==> config.mk <==
export PLATFORM = sky130hd
export DESIGN_NAME = osc_freq_monitor
export DESIGN_NICKNAME = d
export VERILOG_FILES = /design/src/rtl/osc_mon_pkg.sv /design/src/rtl/osc_edge_sync.sv /design/src/rtl/osc_freq_monitor.sv
export SDC_FILE = /design/constraint.sdc
export NUM_CORES = 1
export LEC_CHECK = 0
export ABC_AREA = 1
export CAP_MARGIN = 25
export CELL_PAD_IN_SITES_DETAIL_PLACEMENT = 0
export CELL_PAD_IN_SITES_GLOBAL_PLACEMENT = 2
export CORE_MARGIN = 4
export CORE_UTILIZATION = 38
export CTS_BUF_LIST = sky130_fd_sc_hd__clkbuf_4
export CTS_CLUSTER_SIZE = 20
export DETAILED_ROUTE_END_ITERATION = 12
export HOLD_SLACK_MARGIN = 0.06
export MAX_ROUTING_LAYER = met4
export PLACE_DENSITY = 0.95
export SKIP_LAST_GASP = 1
export SLEW_MARGIN = 20
export SYNTH_ARGS = -nofsm -noshare
export SYNTH_HDL_FRONTEND = slang
export SYNTH_SLANG_ARGS = --single-unit
==> constraint.sdc <==
create_clock -name i_clk -period 4.23 [get_ports i_clk]
set_input_delay 1.269 -clock i_clk [delete_from_list [all_inputs] [get_ports i_clk]]
set_output_delay 1.269 -clock i_clk [all_outputs]
set_load 0.1 [all_outputs]
==> src/rtl/osc_mon_pkg.sv <==
// Shared types and constants for the oscillator frequency monitor.
// State encoding and synchronizer flush length used by the top level.
package osc_mon_pkg;

    typedef enum logic [1:0] {
        IDLE,
        SYNC,
        MEASURE,
        EVAL
    } mon_state_t;

    localparam int SYNC_LEN = 3;
    localparam int RUN_W    = 8;

endpackage

==> src/rtl/osc_edge_sync.sv <==
// Brings an asynchronous oscillator line into the CLK domain and
// emits a one-cycle pulse for every rising edge seen.
module osc_edge_sync (
    input  logic i_clk,
    input  logic i_reset,
    input  logic i_async,
    output logic o_rise
);

    logic r_s1;
    logic r_s2;
    logic r_s3;

    always_ff @(posedge i_clk) begin
        if (i_reset) begin
            r_s1 <= 1'b0;
            r_s2 <= 1'b0;
            r_s3 <= 1'b0;
        end else begin
            r_s1 <= i_async;
            r_s2 <= r_s1;
            r_s3 <= r_s2;
        end
    end

    assign o_rise = r_s2 & ~r_s3;

endmodule

==> src/rtl/osc_freq_monitor.sv <==
// Counts rising edges of a monitored oscillator over fixed gate windows,
// qualifies the clock with hysteresis and keeps a sticky fault flag.
module osc_freq_monitor
    import osc_mon_pkg::*;
#(
    parameter int GATE_CYCLES    = 50000,
    parameter int CNT_W          = 16,
    parameter int EXP_MIN        = 950,
    parameter int EXP_MAX        = 1050,
    parameter int SETTLE_WINDOWS = 2,
    parameter int FAIL_LIMIT     = 3
) (
    input  logic             i_clk,
    input  logic             i_reset,
    input  logic             i_enable,
    input  logic             i_mon_in,
    input  logic             i_clr_fault,
    output logic [CNT_W-1:0] o_count,
    output logic             o_valid,
    output logic             o_in_range,
    output logic             o_clk_ok,
    output logic             o_fault
);

    localparam int WIN_W = (GATE_CYCLES > 1) ? $clog2(GATE_CYCLES) : 1;

    localparam logic [WIN_W-1:0] LAST_WIN  = WIN_W'(GATE_CYCLES - 1);
    localparam logic [CNT_W-1:0] MIN_C     = CNT_W'(EXP_MIN);
    localparam logic [CNT_W-1:0] MAX_C     = CNT_W'(EXP_MAX);
    localparam logic [CNT_W-1:0] SAT_C     = '1;
    localparam logic [1:0]       SYNC_LAST = 2'(SYNC_LEN - 1);
    localparam logic [RUN_W-1:0] SETTLE_C  = RUN_W'(SETTLE_WINDOWS);
    localparam logic [RUN_W-1:0] FAIL_C    = RUN_W'(FAIL_LIMIT);

    mon_state_t       r_state;
    logic [1:0]       r_sync_cnt;
    logic [WIN_W-1:0] r_win;
    logic [CNT_W-1:0] r_edge;
    logic [RUN_W-1:0] r_good_run;
    logic [RUN_W-1:0] r_bad_run;

    logic             w_rise;
    logic             w_last;
    logic             w_in_range;
    logic             w_fault_set;
    logic [CNT_W-1:0] w_edge_nxt;
    logic [RUN_W-1:0] w_good_nxt;
    logic [RUN_W-1:0] w_bad_nxt;

    osc_edge_sync u_sync (
        .i_clk   (i_clk),
        .i_reset (i_reset),
        .i_async (i_mon_in),
        .o_rise  (w_rise)
    );

    // A rise on the final gate cycle still belongs to this window
    assign w_edge_nxt = (r_edge == SAT_C) ? r_edge
                      : r_edge + CNT_W'(w_rise);
    assign w_last     = (r_state == MEASURE) && (r_win == LAST_WIN);
    assign w_in_range = (w_edge_nxt >= MIN_C) &&
                        (w_edge_nxt <= MAX_C) &&
                        (w_edge_nxt != SAT_C);

    assign w_good_nxt = (r_good_run >= SETTLE_C) ? r_good_run
                      : r_good_run + RUN_W'(1);
    assign w_bad_nxt  = (r_bad_run >= FAIL_C) ? r_bad_run
                      : r_bad_run + RUN_W'(1);

    // Bad result stays asserted through EVAL so a clear there cannot win
    assign w_fault_set = i_enable &&
                         ((w_last && !w_in_range) ||
                          (r_state == EVAL && !o_in_range));

    always_ff @(posedge i_clk) begin
        if (i_reset) begin
            r_state    <= IDLE;
            r_sync_cnt <= '0;
            r_win      <= '0;
            r_edge     <= '0;
            r_good_run <= '0;
            r_bad_run  <= '0;
            o_count    <= '0;
            o_valid    <= 1'b0;
            o_in_range <= 1'b0;
            o_clk_ok   <= 1'b0;
            o_fault    <= 1'b0;
        end else begin
            o_valid <= 1'b0;

            if (w_fault_set) begin
                o_fault <= 1'b1;
            end else if (i_clr_fault) begin
                o_fault <= 1'b0;
            end

            if (!i_enable) begin
                r_state    <= IDLE;
                r_sync_cnt <= '0;
                r_win      <= '0;
                r_edge     <= '0;
                r_good_run <= '0;
                r_bad_run  <= '0;
                o_clk_ok   <= 1'b0;
            end else begin
                unique case (r_state)
                    IDLE: begin
                        r_sync_cnt <= '0;
                        r_state    <= SYNC;
                    end
                    SYNC: begin
                        if (r_sync_cnt == SYNC_LAST) begin
                            r_sync_cnt <= '0;
                            r_state    <= MEASURE;
                        end else begin
                            r_sync_cnt <= r_sync_cnt + 2'd1;
                        end
                    end
                    MEASURE: begin
                        r_edge <= w_edge_nxt;
                        if (w_last) begin
                            o_count    <= w_edge_nxt;
                            o_in_range <= w_in_range;
                            o_valid    <= 1'b1;
                            r_state    <= EVAL;
                            if (w_in_range) begin
                                r_bad_run  <= '0;
                                r_good_run <= w_good_nxt;
                                if (w_good_nxt >= SETTLE_C) begin
                                    o_clk_ok <= 1'b1;
                                end
                            end else begin
                                r_good_run <= '0;
                                r_bad_run  <= w_bad_nxt;
                                if (w_bad_nxt >= FAIL_C) begin
                                    o_clk_ok <= 1'b0;
                                end
                            end
                        end else begin
                            r_win <= r_win + WIN_W'(1);
                        end
                    end
                    EVAL: begin
                        r_win   <= '0;
                        r_edge  <= '0;
                        r_state <= MEASURE;
                    end
                endcase
            end
        end
    end

endmodule
==> results of run 1 <==
-- flip-flops by register name (all words and copies together), names as in the netlist, 2 cells and up --
signal / cells
o_count: 16
r_edge: 16
r_win: 16
r_bad_run: 8
r_good_run: 8
r_state: 2
r_sync_cnt: 2
-- layout make-up --
| type | count | area (sq um) | area share |
|---|---|---|---|
| multi-input cells | 360 | 1850 | 0.449 |
| clock inverters | 6 | 65.1 | 0.0158 |
| inverters | 56 | 210 | 0.0511 |
| repair buffers | 26 | 255 | 0.0620 |
| clock buffers | 10 | 75.1 | 0.0182 |
| well taps | 129 | 161 | 0.0392 |
| flip-flops and latches | 75 | 1500 | 0.365 |
-- cell usage in the layout (no fill, tap or decap), drive strengths merged --
cell,instances
nor2,56
dfxtp,75
mux2,1
bufinv,1
and2,1
buf,2
clkbuf,10
and3,5
a211oi,2
xor2,4
o22ai,2
a21oi,46
clkinv,3
inv,55
o21ai,37
nand2b,1
a21o,1
clkinvlp,3
xnor2,3
nand2,118
a31oi,7
nand3b,4
or2,5
o211ai,2
nand3,38
clkdlybuf4s50,24
nor3,7
a32o,1
ha,6
nand4,7
nor3b,4
o31ai,2
-- final timing paths --
kind | from | endpoint | depth (start not counted)
setup / recovery | o_in_range | o_in_range | 1
hold / removal | u_sync.r_s1 | u_sync.r_s2 | 2
setup reg to reg | r_state[1] | r_win[11] | 8
hold reg to reg | u_sync.r_s1 | u_sync.r_s2 | 2
-- metal layers --
layer,wire length [microns],up-vias
met1,4010,1505
met3,256,9
li1,-,1702
met5,0,-
met4,93,0
met2,4170,48
-- cells by family after synthesis --
group / share of synthesized area
compound gates: 0.148
xor+xnor: 0.0169
fa+ha+maj: 0.0207
buf+inv: 0.0792
flops: 0.413
mux: 0.00310
simple gates: 0.319
-- power by group through the flow --
stage	combinational, uW	clock, uW	sequential [uW]
floorplan	14.7	0	725
global placement	24.9	0	725
detailed placement	25.2	0	725
CTS	25.4	469	710
global route	28.1	494	710
finish	25.0	446	709
-- stage by stage --
step	instances	hold WS (ps)	power [uW]
4_1_cts	662	439	1200
5_1_grt	662	468	1230
2_1_floorplan	506	388	740
3_5_place_dp	646	411	750
6_report	662	434	1180
3_3_place_gp	646	398	750
==> results.yml, run 1 <==
place:
  hpwl_microns: 6100
  io_buffers: 24
  dpl-instance-area_sq_um: 3970
  gp_congestion: 0.820
  preCtsSetupSlack_ps: 1370
global_routing:
  globalRouteOverflowTotal: 0
  antenna_found_initial: 0
  use_met1: 0.202
  grt_pass1_vias: 3164
  grtUsageMet3: 0.0331
  grt_pass1_wl_microns: 14800
  grt_usage: 0.165
  top_usage_layer: "met2"
  grt_use_met2: 0.281
  grt_start_max_net_pins: 33
final_layout:
  finish.instance_area_sq_um: 4110
  utilization: 0.443
  antenna_cells: 0
  n_fill_cell: 998
  nets: 539
  drive_gt1_frac: 0.0957
  area_delta_synth_final_pct: 13.2
worst_setup_path:
  cp_max_fo: 3
  cp_slowest_stage_delay_ps: 1140
  cp_slowest_cell: "clkdlybuf4s50_1"
  arrival_ps: 1920
  criticalPathCategory: "flop to output pin"
  r2r_slack_ps: 1610
  path_delay_family: "buffers and inverters"
  start_kind: "flop"
  endpoint_kind: "output pin"
  required_ps: 2960
  crit_chain: "clkdlybuf4s50_1"
  cp_num_buf_inv: 1
synthesis:
  synth_edf_count: 0
  synthDistinctLibCells: 40
  synth_fp_nets: 517
  synth_top_area_cell: "dfxtp_1"
  yosysWarnings: 0
  syn_inst: 506
  syn-cell-area_sq_um: 3630
  synth_most_common_cell: "nand2_1"
  postSynthAreaPerCell_sq_um: 7.18
  ys_seq_elements: 75
  synthArstFlopShare: 0
  netlist.area_leader.share: 0.413
  netlist_top_cells_count: "nand2_1, dfxtp_1, inv_1, nor2_1, a21oi_1"
  synth_area_leaders: "dfxtp_1, nand2_1, a21oi_1, nand3_1, o21ai_0"
  synth_ff_type: "dfxtp_1"
  ys_seq_area_frac: 0.413
clocking:
  hold_buffers: 0
  cts_setup_buffers: 0
  clock_sinks: 75
  numCtsBuffers: 9
  ctsResizeCount: 0
  cts_tree: "yes"
  htreeDepth: 3
  clock_path_buffers: 2
  cts-root-buf: "clkbuf_4"
  clk_latency_ps: 420
  clk_pin_slew_ps: 120
hold_path:
  hp-class: "flop to flop"
timing:
  setup_ws_ps: 1040
  worst_pin_slew_ps: 972
  min_period_ps: 3190
  relSlewSlack: 0.350
  slew_violations: 0
  rsz0062_at_grt: "false"
  setup_viol: 0
  fin_crit_sh: 0.755
  clock_skew_ps: 10.4
  hold_viol_final: 0
  fmax_mhz: 313
  final.setup.tns_ps: 0
power_and_ir_drop:
  leakage_uw: 0.00158
  p_sw_uw: 278
  p_clk_frac: 0.378
  comb_power_share: 0.021
  p_seq_frac: 0.601
  peakVddDrop_mv: 0.153
  p_int_uw: 903
  p_sw_frac: 0.235
  cellPowerDensity_nw_per_um2: 287
drt:
  first_pass_iters: 4
  wl_per_cell_microns: 12.9
  drt_iter0_markers: 193
  ant_nets: 0
  drc_errors: 0
  vias_per_cell: 4.93
  wirelength_microns: 8540
  dr_total_vias: 3264
die:
  std_cell_rows: 35
  ios: 25
  coreArea_sq_um: 9280
  die_width_microns: 106
  dieArea_sq_um: 11200
  die_h_microns: 106
  initial_utilization: 0.392
outcome:
  status: "complete, no violations"
job:
  drv_cap: 0
Note: power is estimated with default switching activity, not from simulation.
==> run 2, diff against run 1 <==
Settings changed: CORE_UTILIZATION 38 to 32, PLACE_DENSITY 0.95 to 0.89.
Clock period 4.23 ns to 2.8 ns, I/O delays scaled along.
==> results.yml, run 2 (same netlist as run 1, synthesis figures left out) <==
outcome:
  status: "complete, no violations"
drt:
  dr_total_vias: 3295
  drt_iter0_markers: 149
  ant_nets: 0
  wirelength_microns: 8830
  wl_per_cell_microns: 13.0
  first_pass_iters: 4
  vias_per_cell: 4.86
  drc_errors: 0
place:
  dpl-instance-area_sq_um: 3980
  gp_congestion: 0.826
  hpwl_microns: 6440
  io_buffers: 24
power_and_ir_drop:
  cellPowerDensity_nw_per_um2: 461
  peakVddDrop_mv: 0.377
  leakage_uw: 0.00167
worst_setup_path:
  endpoint_kind: "flop"
  r2r_cells: 14
  crit_chain: "inv_1 > nor2_1 > ha_1 > nand2_1 > nor2_2 > nor2_1 > or2_1 > a21oi_1 > nand2_1 > nand3_1 > nand2_2 > nand2_4 > nand2_4 > nor3b_2"
  cp_slowest_cell: "dfxtp_1"
  cp_slowest_stage_delay_ps: 330
  required_ps: 3130
  cp_num_buf_inv: 1
  criticalPathCategory: "flop to flop"
  timing.rr.start: "u_sync.r_s2"
  path_delay_family: "simple AND/OR/NAND/NOR gates"
  cp_max_fo: 9
  r2r_slack_ps: 580
  r2r_end: "r_good_run[0]"
  arrival_ps: 2550
  start_kind: "flop"
timing:
  min_period_ps: 2220
  clock_skew_ps: 11.7
  setup_viol: 0
  fmax_mhz: 450
  final.setup.tns_ps: 0
  hold_viol_final: 0
  worst_pin_slew_ps: 458
  rsz0062_at_grt: "false"
  slew_violations: 0
  hold_slack_ps: 428
  relSlewSlack: 0.695
  fin_crit_sh: 0.793
clocking:
  hold_buffers: 0
  cts_setup_buffers: 0
  cts_tree: "yes"
  cts-root-buf: "clkbuf_4"
  numCtsBuffers: 9
  clock_path_buffers: 2
  clock_sinks: 75
  clk_pin_slew_ps: 140
  ctsResizeCount: 0
  clk_latency_ps: 430
  htreeDepth: 3
global_routing:
  grt_usage: 0.149
  globalRouteOverflowTotal: 0
  grt_start_max_net_pins: 33
  antenna_found_initial: 0
  grt_pass1_vias: 3136
  grt_pass1_wl_microns: 15300
final_layout:
  final_common_cell: "nand2_1"
  finish.instance_area_sq_um: 4140
  nets: 544
  register_area_sq_um: 1500
  multi_input_area_sq_um: 1850
  antenna_cells: 0
  drive_gt1_frac: 0.143
  largestRegisters: "o_count: 16 flops, r_edge: 16 flops, r_win: 16 flops"
  n_fill_cell: 1180
  area_delta_synth_final_pct: 13.9
  layout_common_cells: "nand2_1, dfxtp_1, inv_1, nor2_1, a21oi_1"
die:
  coreArea_sq_um: 11000
  std_cell_rows: 38
  die_h_microns: 115
  die_width_microns: 115
  initial_utilization: 0.331
  dieArea_sq_um: 13100
  ios: 25
hold_path:
  whs_endpoint: "u_sync.r_s2"
  hold_start: "u_sync.r_s1"
  hp-class: "flop to flop"
  hold_path_depth: 2
job:
  drv_cap: 0
[run 2: cell count changes in the layout (fill, tap and decap cells not counted), sizes merged]
cell,change
inv,+2
clkinv,+1
clkdlybuf4s50,-20
clkbuf,-1
bufinv,+1
buf,+25
clkinvlp,-3
[run 2: worst max path at each step]
stage / from / end / cells after the start
5_1_grt: r_win[8] / o_count[8] / 9
3_3_place_gp: i_reset / r_win[15] / 6
6_report: u_sync.r_s2 / r_good_run[0] / 14
4_1_cts: u_sync.r_s2 / r_good_run[0] / 14
3_5_place_dp: i_reset / r_win[15] / 6
2_1_floorplan: u_sync.r_s2 / r_good_run[0] / 14
[run 2: routing by layer]
layer  global-route usage  wire [microns]
met5                    -               0
met4               0.0388             114
met3               0.0365             247
met2                0.240            4150
met1                0.187            4320
[run 2: cell type report]
class,instances,area share
Clock inverter,7,0.0233
Clock buffer,9,0.0163
Inverter,56,0.0508
Tap cell,140,0.0423
Sequential cell,75,0.363
Timing Repair Buffer,31,0.0586
Multi-Input combinational cell,360,0.446
[run 2: worst register-to-register path, cell delays in order (launching register included)]
cell	delay, ps
dfxtp_1	330
inv_1	40
nor2_1	130
ha_1	190
nand2_1	80
nor2_2	240
nor2_1	60
or2_1	280
a21oi_1	150
nand2_1	80
nand3_1	100
nand2_2	110
nand2_4	100
nand2_4	70
nor3b_2	170
[run 2: report_power, final]
group | switching (uW) | internal [uW] | total, uW
clock network | 427 | 369 | 796
registers | 1.74 | 1070 | 1070
logic | 27.9 | 13.5 | 41.4
[run 2: stage by stage]
stage               setup WS [ps]   util  power [uW]  instances
floorplan                     890      -        1120        506
global placement              420  0.362        1140        662
CTS                           562  0.377        1940        678
finish                        579  0.377        1910        678
detailed placement            438  0.362        1140        662
global route                  283  0.377        1990        678
==> run 3, diff against run 2 <==
Clock period 2.8 ns to 1.8 ns, I/O delays scaled along.
==> results.yml, run 3 (same netlist as run 1, synthesis figures left out) <==
worst_setup_path:
  endpoint_kind: "flop"
  r2r_end: "o_fault"
  arrival_ps: 2460
  r2r_slack_ps: -320
  timing.rr.start: "u_sync.r_s2"
  r2r_cells: 17
  start_kind: "flop"
  cp_max_fo: 5
  required_ps: 2140
  criticalPathCategory: "flop to flop"
final_layout:
  area_delta_synth_final_pct: 50.6
  largestRegisters: "o_count: 16 flops, r_edge: 16 flops, r_win: 16 flops"
  nets: 642
  drive_gt1_frac: 0.379
  layout_common_cells: "buf_4, nand2_1, dfxtp_1, inv_1, a21oi_1"
  utilization: 0.499
  finish.instance_area_sq_um: 5480
  final_common_cell: "buf_4"
power_and_ir_drop:
  cellPowerDensity_nw_per_um2: 491
  peakVddDrop_mv: 0.491
  leakage_uw: 0.00226
place:
  io_buffers: 24
  hpwl_microns: 7070
  gp_congestion: 0.809
  dpl-instance-area_sq_um: 4850
drt:
  vias_per_cell: 4.75
  wl_per_cell_microns: 12.7
  first_pass_iters: 4
  dr_total_vias: 3688
  ant_nets: 0
  wirelength_microns: 9880
  drc_errors: 0
  drt_iter0_markers: 153
global_routing:
  antenna_found_initial: 0
  globalRouteOverflowTotal: 0
  grt_use_met2: 0.255
  use_met1: 0.186
  grt_start_max_net_pins: 33
  grtUsageMet3: 0.0359
  top_usage_layer: "met2"
  grt_pass1_vias: 3544
  grt_usage: 0.154
  grt_pass1_wl_microns: 16000
hold_path:
  hold_start: "u_sync.r_s1"
  hp-class: "flop to flop"
  hold_path_depth: 2
  whs_endpoint: "u_sync.r_s2"
clocking:
  clk_latency_ps: 440
  numCtsBuffers: 9
  clock_sinks: 75
  clock_path_buffers: 2
  htreeDepth: 3
  cts-root-buf: "clkbuf_4"
  cts_tree: "yes"
  clk_pin_slew_ps: 120
timing:
  setup_ws_ps: -320
  hold_slack_ps: 401
  fmax_mhz: 472
  worst_pin_slew_ps: 284
  setup_viol: 20
  clock_skew_ps: 33.1
  fin_crit_sh: 1.18
  relSlewSlack: 0.810
  min_period_ps: 2120
  slew_violations: 0
  rsz0062_at_grt: "true"
  hold_viol_final: 0
die:
  std_cell_rows: 38
  die_h_microns: 115
  ios: 25
  dieArea_sq_um: 13100
  die_width_microns: 115
  initial_utilization: 0.331
  coreArea_sq_um: 11000
job:
  drv_cap: 0
outcome:
  violations: "negative setup slack"
  status: "finished with violations"
==> run 3: changes by cell type in the layout (fill, tap and decap cells not counted), moves of 11 or more <==
cell,change
o21ai_0,-13
buf_4,+72
buf_12,+21
nand2_1,-14
nor2_1,-11
nand2_2,+11
==> run 3: worst max-delay path by stage <==
stage / start / endpoint / slack (ps) / depth (start not counted)
6_report: u_sync.r_s2 / o_fault / -320 / 17
5_1_grt: u_sync.r_s2 / o_fault / -480 / 18
4_1_cts: u_sync.r_s2 / r_good_run[0] / -260 / 14
3_5_place_dp: u_sync.r_s2 / o_fault / -360 / 16
3_3_place_gp: u_sync.r_s2 / o_fault / -380 / 16
2_1_floorplan: u_sync.r_s2 / r_good_run[0] / -60 / 14
==> run 3: layer usage <==
layer	part of all wire	wire [microns]	up-vias
met3	0.031	308	16
li1	-	-	1922
met1	0.46	4550	1697
met2	0.49	4830	53
met4	0.020	193	0
met5	0	0	-
==> run 3: area by class of cell <==
cell class	instances	area [sq um]
multi-input cells	361	2170
clock inverters	6	40.0
flip-flops and latches	75	1520
repair buffers	128	1280
diodes	1	2.50
fillers	1050	5510
clock buffers	10	75.1
well taps	140	175
inverters	56	218
==> run 3: what timing repair did <==
| action | 4_1_cts | 5_1_grt |
|---|---|---|
| gates cloned | 1 | 2 |
| pin swaps | 3 | 38 |
| setup endpoints to repair | 23 | 53 |
| gates resized for setup | 14 | 89 |
| hold buffers | 0 | 0 |
| buffers inserted | 5 | 11 |
==> run 3: per-stage QoR <==
step | std cells | TNS [ps] | worst slack (ps) | power (uW)
finish | 777 | -4980 | -320 | 2690
global route | 776 | -8250 | -481 | 2790
CTS | 763 | -4560 | -264 | 2730
detailed placement | 741 | -6480 | -361 | 1780
global placement | 741 | -6560 | -378 | 1780
floorplan | 506 | -541 | -57.3 | 1740
==> run 3: worst max-delay path, cell delays in order (launching register included) <==
cell and delay (ps):
dfxtp_2 340, inv_2 40, nor2_4 140, ha_4 180
nand2_4 70, nor2_4 140, nor2_1 50, or2_1 290
a21oi_2 130, nand2_1 60, nand2_1 60, nand2_1 80
nand2_4 140, nand2_8 90, nand2_4 100, nand2_2 40
nand2_1 50, nand2_1 40
==> run 3: where the power goes <==
group / leakage, uW / internal [uW] / total, uW / switching (uW)
sequential: 0.000610 / 1660 / 1670 / 3.18
combinational: 0.00159 / 36.9 / 85.8 / 48.9
clock: 0.0000682 / 300 / 936 / 636
total: 0.00226 / 2000 / 2690 / 688
